**src/rtl/dual_mac_acc_if.sv**
```systemverilog
// Handshake/data bundle for dual_mac_acc.
//   master : beat source; drives inDv, inA1, inA2, inW, inLast, inClr and
//            receives outDv, outAcc1, outAcc2, outOvf, outBeats.
//   slave  : the MAC block; the opposite directions.
// Widths follow DATA_W (activations), WEIGHT_W (shared weight) and
// ACC_W (accumulator / result).
interface dual_mac_acc_if #(
  parameter int DATA_W   = 8,
  parameter int WEIGHT_W = 8,
  parameter int ACC_W    = 32
);
  logic                       inDv;
  logic signed [DATA_W-1:0]   inA1;
  logic signed [DATA_W-1:0]   inA2;
  logic signed [WEIGHT_W-1:0] inW;
  logic                       inLast;
  logic                       inClr;
  logic                       outDv;
  logic signed [ACC_W-1:0]    outAcc1;
  logic signed [ACC_W-1:0]    outAcc2;
  logic [1:0]                 outOvf;
  logic [15:0]                outBeats;

  modport master (
    output inDv, inA1, inA2, inW, inLast, inClr,
    input  outDv, outAcc1, outAcc2, outOvf, outBeats
  );

  modport slave (
    input  inDv, inA1, inA2, inW, inLast, inClr,
    output outDv, outAcc1, outAcc2, outOvf, outBeats
  );
endinterface

```
**src/rtl/dual_mac_acc.sv**
```systemverilog
// Packed dual-lane signed multiply-accumulate with frame control.
// Each valid beat forms a1*w and a2*w and adds them into two independent
// accumulators; a beat flagged last closes the frame and emits one result.
// Ports:
//   clk   : rising-edge clock
//   rstN  : asynchronous active-low reset
//   bus   : dual_mac_acc_if slave modport
//           in : inDv, inA1, inA2, inW, inLast, inClr
//           out: outDv (1-cycle strobe), outAcc1, outAcc2, outOvf[1:0]
//                (sticky per-frame overflow, bit0 = lane 1), outBeats
// Pipeline: S0 input regs, S1 products, S2 accumulators, S3 output regs.
module dual_mac_acc #(
  parameter int DATA_W   = 8,
  parameter int WEIGHT_W = 8,
  parameter int ACC_W    = 32,
  parameter bit SAT_EN   = 1'b1
) (
  input logic           clk,
  input logic           rstN,
  dual_mac_acc_if.slave bus
);

  localparam int PROD_W = DATA_W + WEIGHT_W;
  localparam logic signed [ACC_W-1:0] ACC_MAX = {1'b0, {(ACC_W-1){1'b1}}};
  localparam logic signed [ACC_W-1:0] ACC_MIN = {1'b1, {(ACC_W-1){1'b0}}};

  // Returns {overflow, sum}. Overflow is a same-sign add whose result sign
  // flips; with saturation the sum is pinned to the rail it ran into.
  function automatic logic [ACC_W:0] acc_add(input logic signed [ACC_W-1:0] a,
                                             input logic signed [ACC_W-1:0] b);
    logic signed [ACC_W-1:0] s;
    logic                    ovf;
    s   = a + b;
    ovf = (a[ACC_W-1] == b[ACC_W-1]) && (s[ACC_W-1] != a[ACC_W-1]);
    if (ovf && SAT_EN)
      s = a[ACC_W-1] ? ACC_MIN : ACC_MAX;
    return {ovf, s};
  endfunction

  // ---- S0: input registers
  logic                       vld_p0, last_p0;
  logic signed [DATA_W-1:0]   a1_p0, a2_p0;
  logic signed [WEIGHT_W-1:0] w_p0;

  always_ff @(posedge clk or negedge rstN) begin
    if (!rstN) begin
      vld_p0  <= 1'b0;
      last_p0 <= 1'b0;
    end else begin
      vld_p0  <= bus.inDv & ~bus.inClr;
      last_p0 <= bus.inLast;
    end
  end

  always_ff @(posedge clk) begin
    a1_p0 <= bus.inA1;
    a2_p0 <= bus.inA2;
    w_p0  <= bus.inW;
  end

  // ---- S1: full-width products
  logic                     vld_p1, last_p1;
  logic signed [PROD_W-1:0] p1_p1, p2_p1;

  always_ff @(posedge clk or negedge rstN) begin
    if (!rstN) begin
      vld_p1  <= 1'b0;
      last_p1 <= 1'b0;
    end else begin
      vld_p1  <= vld_p0 & ~bus.inClr;
      last_p1 <= last_p0;
    end
  end

  always_ff @(posedge clk) begin
    p1_p1 <= PROD_W'(a1_p0) * PROD_W'(w_p0);
    p2_p1 <= PROD_W'(a2_p0) * PROD_W'(w_p0);
  end

  // ---- S2: accumulators
  // first_p2 marks that the next valid beat opens a frame, so the stale
  // accumulator/flag/count contents are ignored instead of being cleared.
  logic                    done_p2, first_p2;
  logic signed [ACC_W-1:0] acc1_p2, acc2_p2;
  logic [1:0]              ovf_p2;
  logic [15:0]             beats_p2;

  logic signed [ACC_W-1:0] base1, base2, acc1_nxt, acc2_nxt;
  logic [ACC_W:0]          sum1, sum2;
  logic [1:0]              ovf_nxt;
  logic [15:0]             beats_base, beats_nxt;

  always_comb begin
    base1      = first_p2 ? '0 : acc1_p2;
    base2      = first_p2 ? '0 : acc2_p2;
    sum1       = acc_add(base1, ACC_W'(p1_p1));
    sum2       = acc_add(base2, ACC_W'(p2_p1));
    acc1_nxt   = sum1[ACC_W-1:0];
    acc2_nxt   = sum2[ACC_W-1:0];
    ovf_nxt    = (first_p2 ? 2'b00 : ovf_p2) | {sum2[ACC_W], sum1[ACC_W]};
    beats_base = first_p2 ? 16'd0 : beats_p2;
    beats_nxt  = (&beats_base) ? beats_base : beats_base + 16'd1;
  end

  always_ff @(posedge clk or negedge rstN) begin
    if (!rstN) begin
      done_p2  <= 1'b0;
      first_p2 <= 1'b1;
      acc1_p2  <= '0;
      acc2_p2  <= '0;
      ovf_p2   <= 2'b00;
      beats_p2 <= 16'd0;
    end else if (bus.inClr) begin
      done_p2  <= 1'b0;
      first_p2 <= 1'b1;
      acc1_p2  <= '0;
      acc2_p2  <= '0;
      ovf_p2   <= 2'b00;
      beats_p2 <= 16'd0;
    end else begin
      done_p2 <= vld_p1 & last_p1;
      if (vld_p1) begin
        acc1_p2  <= acc1_nxt;
        acc2_p2  <= acc2_nxt;
        ovf_p2   <= ovf_nxt;
        beats_p2 <= beats_nxt;
        first_p2 <= last_p1;
      end
    end
  end

  // ---- S3: output registers (abort does not reach this stage)
  always_ff @(posedge clk or negedge rstN) begin
    if (!rstN) begin
      bus.outDv    <= 1'b0;
      bus.outAcc1  <= '0;
      bus.outAcc2  <= '0;
      bus.outOvf   <= 2'b00;
      bus.outBeats <= 16'd0;
    end else begin
      bus.outDv <= done_p2;
      if (done_p2) begin
        bus.outAcc1  <= acc1_p2;
        bus.outAcc2  <= acc2_p2;
        bus.outOvf   <= ovf_p2;
        bus.outBeats <= beats_p2;
      end
    end
  end

endmodule

```
**src/flat_wrapper.sv**
```systemverilog
// flat-port wrapper written by rule: the top's interface ports become plain ports
module dual_mac_acc_flat 
#(
  parameter int DATA_W   = 8,
  parameter int WEIGHT_W = 8,
  parameter int ACC_W    = 32,
  parameter bit SAT_EN   = 1'b1
)
  (clk, rstN, bus_inDv, bus_inA1, bus_inA2, bus_inW, bus_inLast, bus_inClr, bus_outDv, bus_outAcc1, bus_outAcc2, bus_outOvf, bus_outBeats);
  dual_mac_acc_if #(.DATA_W(DATA_W), .WEIGHT_W(WEIGHT_W), .ACC_W(ACC_W)) bus_i ();
  input logic clk;
  input logic rstN;
  input wire logic [$bits(bus_i.inDv)-1:0] bus_inDv;
  input wire logic [$bits(bus_i.inA1)-1:0] bus_inA1;
  input wire logic [$bits(bus_i.inA2)-1:0] bus_inA2;
  input wire logic [$bits(bus_i.inW)-1:0] bus_inW;
  input wire logic [$bits(bus_i.inLast)-1:0] bus_inLast;
  input wire logic [$bits(bus_i.inClr)-1:0] bus_inClr;
  output wire logic [$bits(bus_i.outDv)-1:0] bus_outDv;
  output wire logic [$bits(bus_i.outAcc1)-1:0] bus_outAcc1;
  output wire logic [$bits(bus_i.outAcc2)-1:0] bus_outAcc2;
  output wire logic [$bits(bus_i.outOvf)-1:0] bus_outOvf;
  output wire logic [$bits(bus_i.outBeats)-1:0] bus_outBeats;
  assign bus_i.inDv = bus_inDv;
  assign bus_i.inA1 = bus_inA1;
  assign bus_i.inA2 = bus_inA2;
  assign bus_i.inW = bus_inW;
  assign bus_i.inLast = bus_inLast;
  assign bus_i.inClr = bus_inClr;
  assign bus_outDv = bus_i.outDv;
  assign bus_outAcc1 = bus_i.outAcc1;
  assign bus_outAcc2 = bus_i.outAcc2;
  assign bus_outOvf = bus_i.outOvf;
  assign bus_outBeats = bus_i.outBeats;
  dual_mac_acc #(.DATA_W(DATA_W), .WEIGHT_W(WEIGHT_W), .ACC_W(ACC_W), .SAT_EN(SAT_EN)) u_core (.clk(clk), .rstN(rstN), .bus(bus_i));
endmodule
```
**config.mk**
```make
export PLATFORM = sky130hd
export DESIGN_NAME = dual_mac_acc_flat
export DESIGN_NICKNAME = d
export VERILOG_FILES = /design/src/rtl/dual_mac_acc_if.sv /design/src/rtl/dual_mac_acc.sv /design/src/flat_wrapper.sv
export SDC_FILE = /design/constraint.sdc
export NUM_CORES = 1
export LEC_CHECK = 0
export BUFFER_PORTS_ARGS = -buffer_cell sky130_fd_sc_hd__buf_4
export CAP_MARGIN = 20
export CORE_MARGIN = 2
export CORE_UTILIZATION = 50
export CTS_BUF_LIST = sky130_fd_sc_hd__clkbuf_4 sky130_fd_sc_hd__clkbuf_8 sky130_fd_sc_hd__clkbuf_16
export CTS_CLUSTER_DIAMETER = 50
export CTS_CLUSTER_SIZE = 24
export DETAILED_ROUTE_END_ITERATION = 16
export GPL_TIMING_DRIVEN = 1
export PLACE_DENSITY = 0.74
export SYNTH_ARGS = -nofsm -noshare
export SYNTH_HDL_FRONTEND = slang
export SYNTH_SLANG_ARGS = --single-unit
```
**constraint.sdc**
```tcl
create_clock -name clk -period 13.85 [get_ports clk]
set_clock_uncertainty 0.2 [all_clocks]
set_input_delay 0.6925 -clock clk [delete_from_list [all_inputs] [get_ports clk]]
set_output_delay 0.6925 -clock clk [all_outputs]
set_load 0.03 [all_outputs]
```
==> flow_summary_export.csv <==
group,metric,value,unit
worst_setup_path,worst-path-stages,15,
logic_synthesis,synthesis.yosys.warnings,0,
sta,clock.fmax,198.4,MHz
placement,placer_congestion,0.9019,
power,internal_power,0.001664,W
floorplanning,fp-row-count,66,
sta,timing.final.hold_violations,0,
logic_synthesis,yosysTopAreaCellShare,0.2567,
worst_setup_path,crit_family,"adder cells",
clock_tree,root_buffer,"sky130_fd_sc_hd__clkbuf_16",
floorplanning,num_io_pins,112,
worst_setup_path,slowest_stage,"sky130_fd_sc_hd__dfxtp_1",
clock_tree,max-clock-path-buffers,3,
detailed_routing,remaining_drc_errors,0,
grt,grt_start_max_net_pins,99,
floorplanning,floorplan.die.height,186.1,um
logic_synthesis,seq_area_frac_synth,0.3259,
floorplanning,floorplan.initialDensity,0.5081,
logic_synthesis,post_synth_main_area_contributors,"sky130_fd_sc_hd__dfrtp_1 26%, sky130_fd_sc_hd__fa_1 14%, sky130_fd_sc_hd__ha_1 9.1%",
grt,grt_overflow_total,0,
detailed_routing,dr.pass1.iters,6,
detailed_routing,post_drt_via_cell_ratio,5.407,
logic_synthesis,dominantRegCellSynth,"sky130_fd_sc_hd__dfrtp_1",
sta,final_period_minus_worst_setup_slack,5.041,ns
sta,setup_viol_count_final,0,
worst_setup_path,path_class,"reg -> reg",
logic_synthesis,post_synth_inst_count,1753,
logic_synthesis,synth.net_count,2015,
worst_setup_path,timing.critical_path.from_type,"register",
sta,rsz_0062_raised_after_global_routing,"false",
grt,antenna_found_initial,0,
logic_synthesis,synthDistinctLibCells,67,
worst_setup_path,r2r.worst_path.cells,15,
clock_tree,numCtsBuffers,26,
power,power.density_cell_area,145.3,nW/um^2
clock_tree,post-cts-setup-buffers,0,
cells_and_area,number_of_nets_in_the_layout,2098,
logic_synthesis,synth_enable_flop_cells,0,
grt,globalRouteTotalUtil,0.2040,
detailed_routing,drt-wirelength-per-cell,14.89,um
clock_tree,cts_num_sinks,227,
outcome,outcome,"completed",
sta,maxSlewViolCount,0,
power,p_switching,0.001059,W
clock_tree,clock_slew_at_the_register_clock_pins_of_the_worst_setup_and_hold_paths,0.07,ns
logic_synthesis,synthDominantAreaCellType,"sky130_fd_sc_hd__dfrtp_1",
sta,worst_pin_slew,0.9980,ns
detailed_routing,detail-route-antenna-nets,0,
clock_tree,cts-hold-fix-buffers,0,
worst_setup_path,critical_path_at,5.25,ns
power,seq_power_share,0.305,
power,combinationalPowerShare,0.431,
detailed_routing,num_vias,12425,
floorplanning,fp.dieArea,34620,sq um
clock_tree,cts_max_level,1,
worst_setup_path,buffers_inverters_on_critical_path,1,
cells_and_area,drive_gt1_frac,0.1417,
worst_setup_path,crit_path_cell_trace,"nand2_1 > fa_1 > fa_1 > fa_1 > fa_1 > inv_1 > ha_1 > a21oi_1 > nor2b_1 > o21a_1 > o311a_1 > o21a_1 > o21a_1 > o41a_1 > xnor2_1",
grt,grt_first_pass_wirelength,58900,um
worst_setup_path,cpMostUsedCell,"sky130_fd_sc_hd__fa_1",
worst_hold_path,hold_path.class,"in -> async",
power,power.leakage,9.359,nW
detailed_routing,drt_iter0_drc,741,
floorplanning,standard_cell_core_area,32620,sq um
cells_and_area,finish.utilization,0.5746,
power,swShare,0.3889,
worst_setup_path,endpoint_kind,"register",
placement,port_buffers,111,
sta,max-slew-margin-rel,0.3337,
grt,first_global_vias,12361,
placement,hpwl_after_dpl,25110,um
sta,totalNegativeSetupSlack,0,ns
clock_tree,post_cts_resized,0,
job,max-cap-violations,0,
power,power_frac_clock,0.264,
cells_and_area,antenna_cells,0,
logic_synthesis,async_reset_ff_frac,0.7533,
floorplanning,chipWidth,186.1,um
logic_synthesis,synthesized_cell_area,16570,sq um
logic_synthesis,syn-mean-instance-area,9.454,sq um
clock_tree,clkLatencyLatePin,0.53,ns
worst_setup_path,critPathMaxStageDelay,0.68,ns
worst_setup_path,cp.required,14.06,ns
clock_tree,cts_tree,"yes",
worst_setup_path,worstPathMaxFanout,16,
detailed_routing,postRouteWirelength,34230,um
logic_synthesis,synth_seq_cells,227,
sta,finalCritPeriodShare,0.3640,
cells_and_area,flow.area_growth_from_synthesis,13.11,%
power,vdd.ir_drop.worst,0.1443,mV
-- routing by layer --
layer,share of wire,global-route usage,vias to the layer above
li1,-,-,6039
met1,0.47,0.2836,6053
met2,0.47,0.3410,284
met3,0.051,0.02739,49
met4,0.016,0.04283,0
met5,0,0,-
-- power groups by stage --
stage / combinational [W] / sequential (W) / clock [W]
finish: 0.00117 / 0.000831 / 0.000720
detailed placement: 0.00117 / 0.000844 / 0
global placement: 0.00113 / 0.000842 / 0
floorplan: 0.000906 / 0.000843 / 0
CTS: 0.00118 / 0.000831 / 0.000736
global route: 0.00134 / 0.000841 / 0.000767
-- flip-flops by register name, indices dropped and copies added (netlist names) --
signal and count:
u_core.a1_p0 8, u_core.a2_p0 8, u_core.acc1_p2 32, u_core.acc2_p2 32, u_core.beats_p2 16, u_core.bus.outAcc1 32, u_core.bus.outAcc2 32, u_core.bus.outBeats 16
u_core.bus.outDv 1, u_core.bus.outOvf 2, u_core.done_p2 1, u_core.first_p2 1, u_core.last_p0 1, u_core.last_p1 1, u_core.ovf_p2 2, u_core.p1_p1 16
u_core.p2_p1 16, u_core.vld_p0 1, u_core.vld_p1 1, u_core.w_p0 8
-- layout by cell type (no fill, tap or decap), drive strengths merged, types with 15 or more instances in the layout --
master	synthesis	layout
clkbuf	55	27
o21ai	111	111
inv	170	184
dfrtp	170	170
nand4	15	15
xor2	24	24
nand3	22	22
nor2	83	83
mux2	82	82
and2	93	93
fa	112	112
nand2	204	204
xnor2	59	59
ha	121	121
nor2b	83	83
dfxtp	56	56
a21oi	89	89
o211ai	15	15
buf	7	117
a21o	27	27
-- cell usage after synthesis (4+ instances only) --
| library cell | count |
|---|---|
| sky130_fd_sc_hd__a211oi_1 | 6 |
| sky130_fd_sc_hd__a21boi_0 | 4 |
| sky130_fd_sc_hd__a21o_1 | 27 |
| sky130_fd_sc_hd__a21oi_1 | 89 |
| sky130_fd_sc_hd__a22oi_1 | 11 |
| sky130_fd_sc_hd__a311oi_1 | 5 |
| sky130_fd_sc_hd__a31oi_1 | 7 |
| sky130_fd_sc_hd__and2_1 | 93 |
| sky130_fd_sc_hd__and3_1 | 8 |
| sky130_fd_sc_hd__buf_2 | 5 |
| sky130_fd_sc_hd__clkbuf_1 | 55 |
| sky130_fd_sc_hd__dfrtp_1 | 170 |
| sky130_fd_sc_hd__dfxtp_1 | 56 |
| sky130_fd_sc_hd__fa_1 | 112 |
| sky130_fd_sc_hd__ha_1 | 121 |
| sky130_fd_sc_hd__inv_1 | 170 |
| sky130_fd_sc_hd__mux2_2 | 82 |
| sky130_fd_sc_hd__mux2i_1 | 7 |
| sky130_fd_sc_hd__nand2_1 | 204 |
| sky130_fd_sc_hd__nand2b_1 | 14 |
| sky130_fd_sc_hd__nand3_1 | 21 |
| sky130_fd_sc_hd__nand4_1 | 15 |
| sky130_fd_sc_hd__nor2_1 | 83 |
| sky130_fd_sc_hd__nor2b_1 | 83 |
| sky130_fd_sc_hd__nor3_1 | 13 |
| sky130_fd_sc_hd__o211ai_1 | 14 |
| sky130_fd_sc_hd__o21a_1 | 9 |
| sky130_fd_sc_hd__o21ai_0 | 110 |
| sky130_fd_sc_hd__o21bai_1 | 10 |
| sky130_fd_sc_hd__o31ai_1 | 5 |
| sky130_fd_sc_hd__or2_2 | 4 |
| sky130_fd_sc_hd__or3_1 | 6 |
| sky130_fd_sc_hd__xnor2_1 | 59 |
| sky130_fd_sc_hd__xor2_1 | 24 |
-- per-stage QoR --
step | hold slack (ns) | worst slack [ns] | area [sq um] | power, W | instances
after floorplan | 0.1312 | 9.106 | 16570 | 0.001748 | 1753
after global placement | 0.1346 | 8.943 | 17760 | 0.001973 | 2248
after detailed placement | 0.1491 | 8.836 | 17760 | 0.002013 | 2248
after CTS | 0.03702 | 8.817 | 18700 | 0.002745 | 2296
after global routing | 0.03010 | 8.444 | 18740 | 0.002952 | 2298
final | 0.05673 | 8.809 | 18740 | 0.002724 | 2298
-- worst paths after layout --
check,slack (ns),from,endpoint
setup / recovery,8.81,u_core.w_p0[2],u_core.p1_p1[15]
hold / removal,0.06,rstN,u_core.acc1_p2[24]
setup reg to reg,8.81,u_core.w_p0[2],u_core.p1_p1[15]
hold reg to reg,0.17,u_core.last_p0,u_core.last_p1
max in group asynchronous,11.89,rstN,u_core.acc2_p2[26]
min in group clk,0.06,bus_inW[5],u_core.w_p0[5]
-- cells by family after synthesis --
logic type	after synthesis	synth area share
buf+inv	233	0.05338
compound gates	329	0.1237
fa+ha+maj	233	0.2267
simple gates	559	0.1666
mux	89	0.05995
xor+xnor	83	0.04387
flops	227	0.3259
-- area by class of cell --
type / count / area [sq um]
Clock buffer: 27 / 675.6
Timing Repair Buffer: 117 / 909.6
Multi-Input combinational cell: 1293 / 10300
Sequential cell: 227 / 5405
Tap cell: 442 / 553.0
Clock inverter: 21 / 261.5
Fill cell: 2802 / 13870
Inverter: 171 / 641.9
Power figures use the tool's default switching activity.
